--- config.mk ---
export PLATFORM = sky130hd
export DESIGN_NAME = led_shifter_paged
export DESIGN_NICKNAME = d
export VERILOG_FILES = /design/src/rtl/led_shifter_paged.sv
export SDC_FILE = /design/constraint.sdc
export NUM_CORES = 1
export LEC_CHECK = 0
export ABC_AREA = 1
export BUFFER_PORTS_ARGS = -buffer_cell sky130_fd_sc_hd__buf_2
export CELL_PAD_IN_SITES_DETAIL_PLACEMENT = 0
export CELL_PAD_IN_SITES_GLOBAL_PLACEMENT = 1
export CORE_ASPECT_RATIO = 1.5
export CORE_MARGIN = 10
export CORE_UTILIZATION = 40
export DETAILED_ROUTE_END_ITERATION = 16
export PLACE_DENSITY = 0.75
export REMOVE_ABC_BUFFERS = 1
export SETUP_SLACK_MARGIN = 0.15
export SLEW_MARGIN = 20
export SYNTH_ARGS = -nofsm -noshare
export SYNTH_HDL_FRONTEND = slang
export SYNTH_SLANG_ARGS = --single-unit
--- constraint.sdc ---
create_clock -name clk -period 4.6 [get_ports clk]
set_clock_uncertainty 0.2 [all_clocks]
set_input_delay 0.46 -clock clk [delete_from_list [all_inputs] [get_ports clk]]
set_output_delay 0.46 -clock clk [all_outputs]
set_load 0.05 [all_outputs]
--- src/rtl/led_shifter_paged.sv ---
// Paged LED bit-shifter: button edges push bits into a PAGES*WIDTH history,
// undo pops the newest bit, and history mode pages through the stored bits.
module led_shifter_paged #(
  parameter int WIDTH        = 8,
  parameter int PAGES        = 2,
  parameter int PAGE_CYCLES  = 50_000_000,
  parameter int BLANK_CYCLES = 25_000_000,
  localparam int N  = PAGES * WIDTH,
  localparam int FW = $clog2(N + 1)
) (
  input  logic             clk,
  input  logic             async_nreset,
  input  logic             button0_re,
  input  logic             button1_re,
  input  logic             undo_re,
  input  logic             show_parity,
  input  logic             show_history,
  output logic [WIDTH-1:0] out,
  output logic [7:0]       hex,
  output logic [FW-1:0]    fill
);

  localparam int PW   = (PAGES > 1) ? $clog2(PAGES) : 1;
  localparam int CMAX = (PAGE_CYCLES > BLANK_CYCLES) ? PAGE_CYCLES : BLANK_CYCLES;
  localparam int CW   = (CMAX > 1) ? $clog2(CMAX) : 1;
  localparam logic [CW-1:0] PAGE_LAST  = CW'(PAGE_CYCLES - 1);
  localparam logic [CW-1:0] BLANK_LAST = CW'(BLANK_CYCLES - 1);
  localparam logic [PW-1:0] LAST_PAGE  = PW'(PAGES - 1);
  localparam logic [FW-1:0] FILL_MAX   = FW'(N);

  typedef enum logic [1:0] {EDIT, PAGE, BLANK} state_t;

  state_t          state_q, state_d;
  logic [N-1:0]    hist_q, hist_d;
  logic [FW-1:0]   fill_q, fill_d;
  logic [PW-1:0]   page_q, page_d;
  logic [CW-1:0]   cnt_q, cnt_d;

  function automatic logic [FW-1:0] fill_sat_inc(input logic [FW-1:0] f);
    return (f == FILL_MAX) ? f : f + FW'(1);
  endfunction

  function automatic logic [7:0] seg7(input logic [3:0] d);
    case (d)
      4'd0: seg7 = 8'h3F;
      4'd1: seg7 = 8'h06;
      4'd2: seg7 = 8'h5B;
      4'd3: seg7 = 8'h4F;
      4'd4: seg7 = 8'h66;
      4'd5: seg7 = 8'h6D;
      4'd6: seg7 = 8'h7D;
      4'd7: seg7 = 8'h07;
      4'd8: seg7 = 8'h7F;
      4'd9: seg7 = 8'h6F;
      default: seg7 = 8'h00;
    endcase
  endfunction

  always_comb begin
    state_d = state_q;
    hist_d  = hist_q;
    fill_d  = fill_q;
    page_d  = page_q;
    cnt_d   = cnt_q;
    case (state_q)
      EDIT: begin
        if (show_history) begin
          state_d = PAGE;
          page_d  = '0;
          cnt_d   = '0;
        end else begin
          // Only a lone event acts; simultaneous pulses cancel each other out.
          case ({button0_re, button1_re, undo_re})
            3'b100, 3'b010: begin
              hist_d = {hist_q[N-2:0], button1_re};
              fill_d = fill_sat_inc(fill_q);
            end
            3'b001: begin
              if (fill_q != '0) begin
                hist_d = {1'b0, hist_q[N-1:1]};
                fill_d = fill_q - FW'(1);
              end
            end
            default: ;
          endcase
        end
      end
      PAGE: begin
        if (!show_history) begin
          state_d = EDIT;
          page_d  = '0;
          cnt_d   = '0;
        end else if (cnt_q == PAGE_LAST) begin
          cnt_d = '0;
          if (page_q == LAST_PAGE) begin
            state_d = BLANK;
            page_d  = '0;
          end else begin
            page_d = page_q + PW'(1);
          end
        end else begin
          cnt_d = cnt_q + CW'(1);
        end
      end
      BLANK: begin
        if (!show_history) begin
          state_d = EDIT;
          page_d  = '0;
          cnt_d   = '0;
        end else if (cnt_q == BLANK_LAST) begin
          state_d = PAGE;
          page_d  = '0;
          cnt_d   = '0;
        end else begin
          cnt_d = cnt_q + CW'(1);
        end
      end
      default: state_d = EDIT;
    endcase
  end

  always_ff @(posedge clk or negedge async_nreset) begin
    if (!async_nreset) begin
      state_q <= EDIT;
      hist_q  <= '0;
      fill_q  <= '0;
      page_q  <= '0;
      cnt_q   <= '0;
    end else begin
      state_q <= state_d;
      hist_q  <= hist_d;
      fill_q  <= fill_d;
      page_q  <= page_d;
      cnt_q   <= cnt_d;
    end
  end

  always_comb begin
    out = '0;
    case (state_q)
      EDIT: out = hist_q[WIDTH-1:0];
      PAGE: begin
        for (int p = 0; p < PAGES; p++) begin
          if (page_q == p[PW-1:0]) out = hist_q[p*WIDTH +: WIDTH];
        end
      end
      default: out = '0;
    endcase
  end

  // Parity always refers to page 0, regardless of which page is on the LEDs.
  always_comb begin
    hex = 8'h00;
    if (show_parity)          hex = (^hist_q[WIDTH-1:0]) ? 8'h06 : 8'h3F;
    else if (state_q == PAGE) hex = seg7(4'(page_q));
  end

  assign fill = fill_q;

endmodule

Word-level counts from Yosys, hierarchy flattened
Cells that the tools add are included.
- add/sub/neg operators: 4
- eq/ne operators: 14
- multiplexer cells: 31
- bitwise gates (word level): 2
- reduce and logical (&&, ||, !) cells: 11
- operators with widths (operator ; number):
    26-bit 2-to-1 mux ; 5
    26-bit one-hot mux with 3 select lines ; 1
    16-bit one-hot mux with 2 select lines ; 1
    8-bit one-hot mux with 2 select lines ; 2
    26-bit by 1-bit adder with 26-bit output, second input constant ; 1
    26-bit by 25-bit == test with 1-bit output, second input constant ; 1
    26-bit == test, second input constant ; 1
    8-bit 2-to-1 mux ; 3
    16-bit 2-to-1 mux ; 1
    2-bit 2-to-1 mux ; 6
    4-bit AND reduction ; 3
    5-bit 2-to-1 mux ; 2
    5-bit one-hot mux with 2 select lines ; 1
    3-bit != test, second input constant ; 3
    8-bit parity ; 1
    1-bit 2-to-1 mux ; 6
    6-bit 2-to-1 mux ; 1
    2-bit != test, second input constant ; 3
    2-bit one-hot mux with 3 select lines ; 1
    5-bit by 1-bit adder with 5-bit output, second input constant ; 1
    5-bit == test, second input constant ; 1
    5-bit AND reduction ; 1
    5-bit nonzero test ; 1
    5-bit by 1-bit subtractor with 5-bit output, second input constant ; 1
    13 further kinds ; 14
- bits in registers: 50
- bits of input ports: 7
- output and inout port bits: 21
- word-level logic and storage cells: 67

Longest topological paths before layout
- depth in word-level cells: 5
- gate-level depth with buffers: 12
- gate-level depth less buffers: 12

Worst setup path before layout
Ideal clock, no wire load.
- kind: register to output
- start point: reg hist_q[5]
- end point: out hex[3]
- data arrival time: 2.447 ns
- data required time: 3.940 ns
- setup slack: 1.493 ns
- cell stages (with the launch flop): 6
- path buffers: 1
- cells stage by stage: dfrtp_1 -> xnor2_1 -> xor2_1 -> xnor2_1 -> o21ai_0 -> buf_4
- cells in the longest elaborated chain, start to end: 3
- RTL lines (element ; line ; source):
    start: declaration ; 34 ; logic [N-1:0] hist_q, hist_d;
    start signal: assignment ; 131 ; hist_q <= hist_d;
    8-bit parity ; 154 ; if (show_parity) hex = (^hist_q[WIDTH-1:0]) ? 8'h06 : 8'h3F;
    6-bit 2-to-1 mux ; 154 ;
    8-bit 2-to-1 mux ; 154 ;
    end: declaration ; 19 ; output logic [7:0] hex,
Every way passes these cells.

Worst setup path in the final report
- start point: reg state_q[1]
- end point: out out[1]
- cells in the longest elaborated chain, start to end: 2
- elaborated cells between the ends (all ways): 3
- those cells by class: eq/ne (1); mux (1); reduce/logical (1)
- RTL lines (element ; line ; source):
    start: declaration ; 33 ; state_t state_q, state_d;
    start signal: assignment ; 130 ; state_q <= state_d;
    2-bit by 1-bit == test with 1-bit output / 2-bit logical NOT (equally long branches) ; 140 ; case (state_q)
    8-bit one-hot mux with 2 select lines (*) ; 140 ;
    end: declaration ; 18 ; output logic [WIDTH-1:0] out,
Every way passes the cells marked *; elsewhere a longest branch is shown, timed or not.

==> key figures <==
Routing
  • Drt first pass iters: 4
  • Vias: 3,031
  • Wirelength per Cell: 15.3 um
  • Number of DRC markers in iteration 0: 117
  • DRC viols: 0
  • Antenna Nets Post-Route: 0
  • WL final: 8.90 mm
  • Routed vias/inst: 5.21

Critical path
  • Crit-path max FO: 8
  • Worst EP arrival: 1.98 ns
  • Slowest stage cell, crit path: a21oi_1
  • Crit end category: primary output
  • Crit Path Class: flip-flop to primary output
  • Worst path max stage delay: 0.51 ns
  • CP Launch Type: flip-flop
  • Worst EP required: 3.94 ns
  • Crit path cell chain: inv_1 -> ha_1 -> a21oi_1 -> o22ai_1 -> buf_2

STA
  • Setup TNS: 0 ns
  • Fin. max-slew vios: 0
  • Worst slew margin: 0.561
  • Worst Max-Slew Pin Slew: 0.659 ns
  • Setup-failing EPs final: 0
  • RSZ-0062 raised after global routing: false
  • Final period util: 0.574
  • F_max: 378 MHz
  • Hold_ws: 0.0784 ns
  • Post-route setup slack: 1.96 ns
  • Final hold vios: 0
  • Tmin final: 2.64 ns

Power and ir drop
  • Switching Share: 0.526
  • Leak Pwr: 1.68 nW
  • PD cells: 626 nW/um2
  • P_sw: 1.25 mW
  • Pint: 1.12 mW
  • Worst IR Drop VDD: 0.000849 V
  • Logic gate share of total power: 0.548
  • Power share of the clock group: 0.185
  • Sequential share of power: 0.267

Global route
  • First-pass GRT wire length: 15.1 mm
  • Largest net degree at the start of global routing: 51
  • Grt ovf: 0
  • Vias in the first global route: 3,106
  • Antenna violations before repair: 0
  • Total track usage: 0.147

Synthesis
  • Share of Yosys cell area claimed by the top area cell type: 0.362
  • Ys Warns: 0
  • Area contributors post-synth: dfrtp_1 36%, nand2_1 9.6%, inv_1 6.5%
  • Post-synth ARST share: 1.00
  • Most instantiated library cell after synthesis: nand2_1
  • Synth area leader: dfrtp_1
  • Top cells by count, synth: 88 x nand2_1, 60 x inv_1, 50 x dfrtp_1
  • Ys flop type: dfrtp_1
  • Post-Syn Area per Cell: 7.54 um2
  • Count of different cell masters after synthesis: 36
  • Mapped Cells: 458
  • Sequential share of the synthesized area: 0.362
  • Yosys reg bits: 50
  • Post-synthesis cell area: 3450 um2
  • Post-synth EDFFs: 0

Finish
  • P&R area growth vs syn: 9.46%
  • Nets: 492
  • Core Util, Final: 0.449
  • Antenna diodes: 0
  • Filler Cell Count: 912
  • Fraction of layout instances using a drive strength above 1: 0.149

CTS
  • Clock tree from TritonCTS: done
  • Clk sinks: 50
  • CTS Hold Bufs: 0
  • CTS buffer count: 5
  • CTS max path bufs: 2
  • Worst-Skew Late Latency: 0.30 ns
  • CTS root buf: clkbuf_16
  • Worst-path clk slew: 0.07 ns
  • CTS resizes: 0
  • # H-tree levels: 2
  • Post-CTS Setup Inserts: 0

Placed design
  • Detailed placement HPWL: 6.71 mm
  • Buffers on Ports: 25
  • Gpl congestion: 0.946
  • Place WS: 2.02 ns

Die
  • Core Area: 8410 um2
  • Total I/O pin count: 28
  • Die area: 12,800 um2
  • Die H: 134 um
  • Num rows: 41
  • DIE WIDTH: 95.9 um
  • Initial Utilization: 0.410

Run
  • Max-cap violation count: 0

Hold path
  • Hold Path Class: input pin to asynchronous set/reset pin

Status
  • Run status: finished, final reports clean
## per-layer routing
metal	vias up	global-route usage	wire length, um
met5	-	0	0
met4	0	0.0600	247
met1	1444	0.159	3560
li1	1522	-	-
met3	15	0.0235	217
met2	50	0.271	4880
## cell families after synthesis
kind of cell | synth area share
simple gates | 0.285
compound gates | 0.158
buf+inv | 0.104
flops | 0.362
xor+xnor | 0.0507
fa+ha+maj | 0.0384
other cells | 0.00109
## path summary, 6_finish.rpt
kind,slack [ns],from,cells past startpoint,to
setup / recovery,1.96,state_q[1],5,out[1]
hold / removal,0.08,async_nreset,2,cnt_q[9]
setup reg to reg,2.30,state_q[0],8,cnt_q[10]
hold reg to reg,0.35,hist_q[11],2,hist_q[12]
max in group asynchronous,3.68,async_nreset,2,cnt_q[2]
min in group clk,0.29,button1_re,3,hist_q[0]
## critical path, delay by kind of cell (launching register included)
kind / cells / cell delay, ns
AO/OA/AOI/OAI: 2 / 0.67
adder cells (fa/ha/maj): 1 / 0.26
flip-flops: 1 / 0.40
buffers and inverters: 2 / 0.35
## registers in the layout (all words and copies together) (netlist names)
register / cells
cnt_q: 26
hist_q: 16
fill: 5
state_q: 2
page_q: 1
## layout make-up
class / instances / area [um2] / area share
timing repair buffer: 26 / 133 / 0.0351
clock buffer: 6 / 139 / 0.0367
tap: 107 / 134 / 0.0354
multi-input combinational: 326 / 1850 / 0.488
inverter: 66 / 248 / 0.0655
sequential: 50 / 1250 / 0.331
clock inverter: 1 / 30.0 / 0.00794
## stage by stage
step           power (mW)  cell area [um2]  cells
2_1_floorplan        1.51             3340    442
3_3_place_gp         1.95             3610    575
3_5_place_dp         1.95             3610    575
4_1_cts              2.40             3780    582
5_1_grt              2.51             3780    582
6_report             2.37             3780    582
## power groups by stage
stage	Sequential (mW)	Clock, mW	Combinational (mW)
after global placement	0.639	0	1.31
after CTS	0.632	0.451	1.32
final	0.632	0.438	1.30
after detailed placement	0.638	0	1.31
after floorplan	0.689	0	0.817
after global routing	0.648	0.465	1.40
## cells in the final DEF (no fill, tap or decap), types with 4 or more instances in the layout
| cell | instances |
|---|---|
| nand2_1 | 88 |
| inv_1 | 60 |
| dfrtp_1 | 50 |
| nor2_1 | 42 |
| o21ai_0 | 33 |
| nand3_1 | 31 |
| buf_2 | 25 |
| a21oi_1 | 14 |
| o211ai_1 | 14 |
| xor2_1 | 12 |
| a21oi_2 | 10 |
| o22ai_1 | 9 |
| ha_1 | 9 |
| xnor2_1 | 8 |
| nand4_1 | 8 |
| o21ai_1 | 8 |
| nor3_1 | 7 |
| nand2_2 | 6 |
| inv_2 | 6 |
| clkbuf_16 | 5 |
| nand3b_1 | 4 |
| nor2_2 | 4 |
Power figures use the tool's default switching activity.
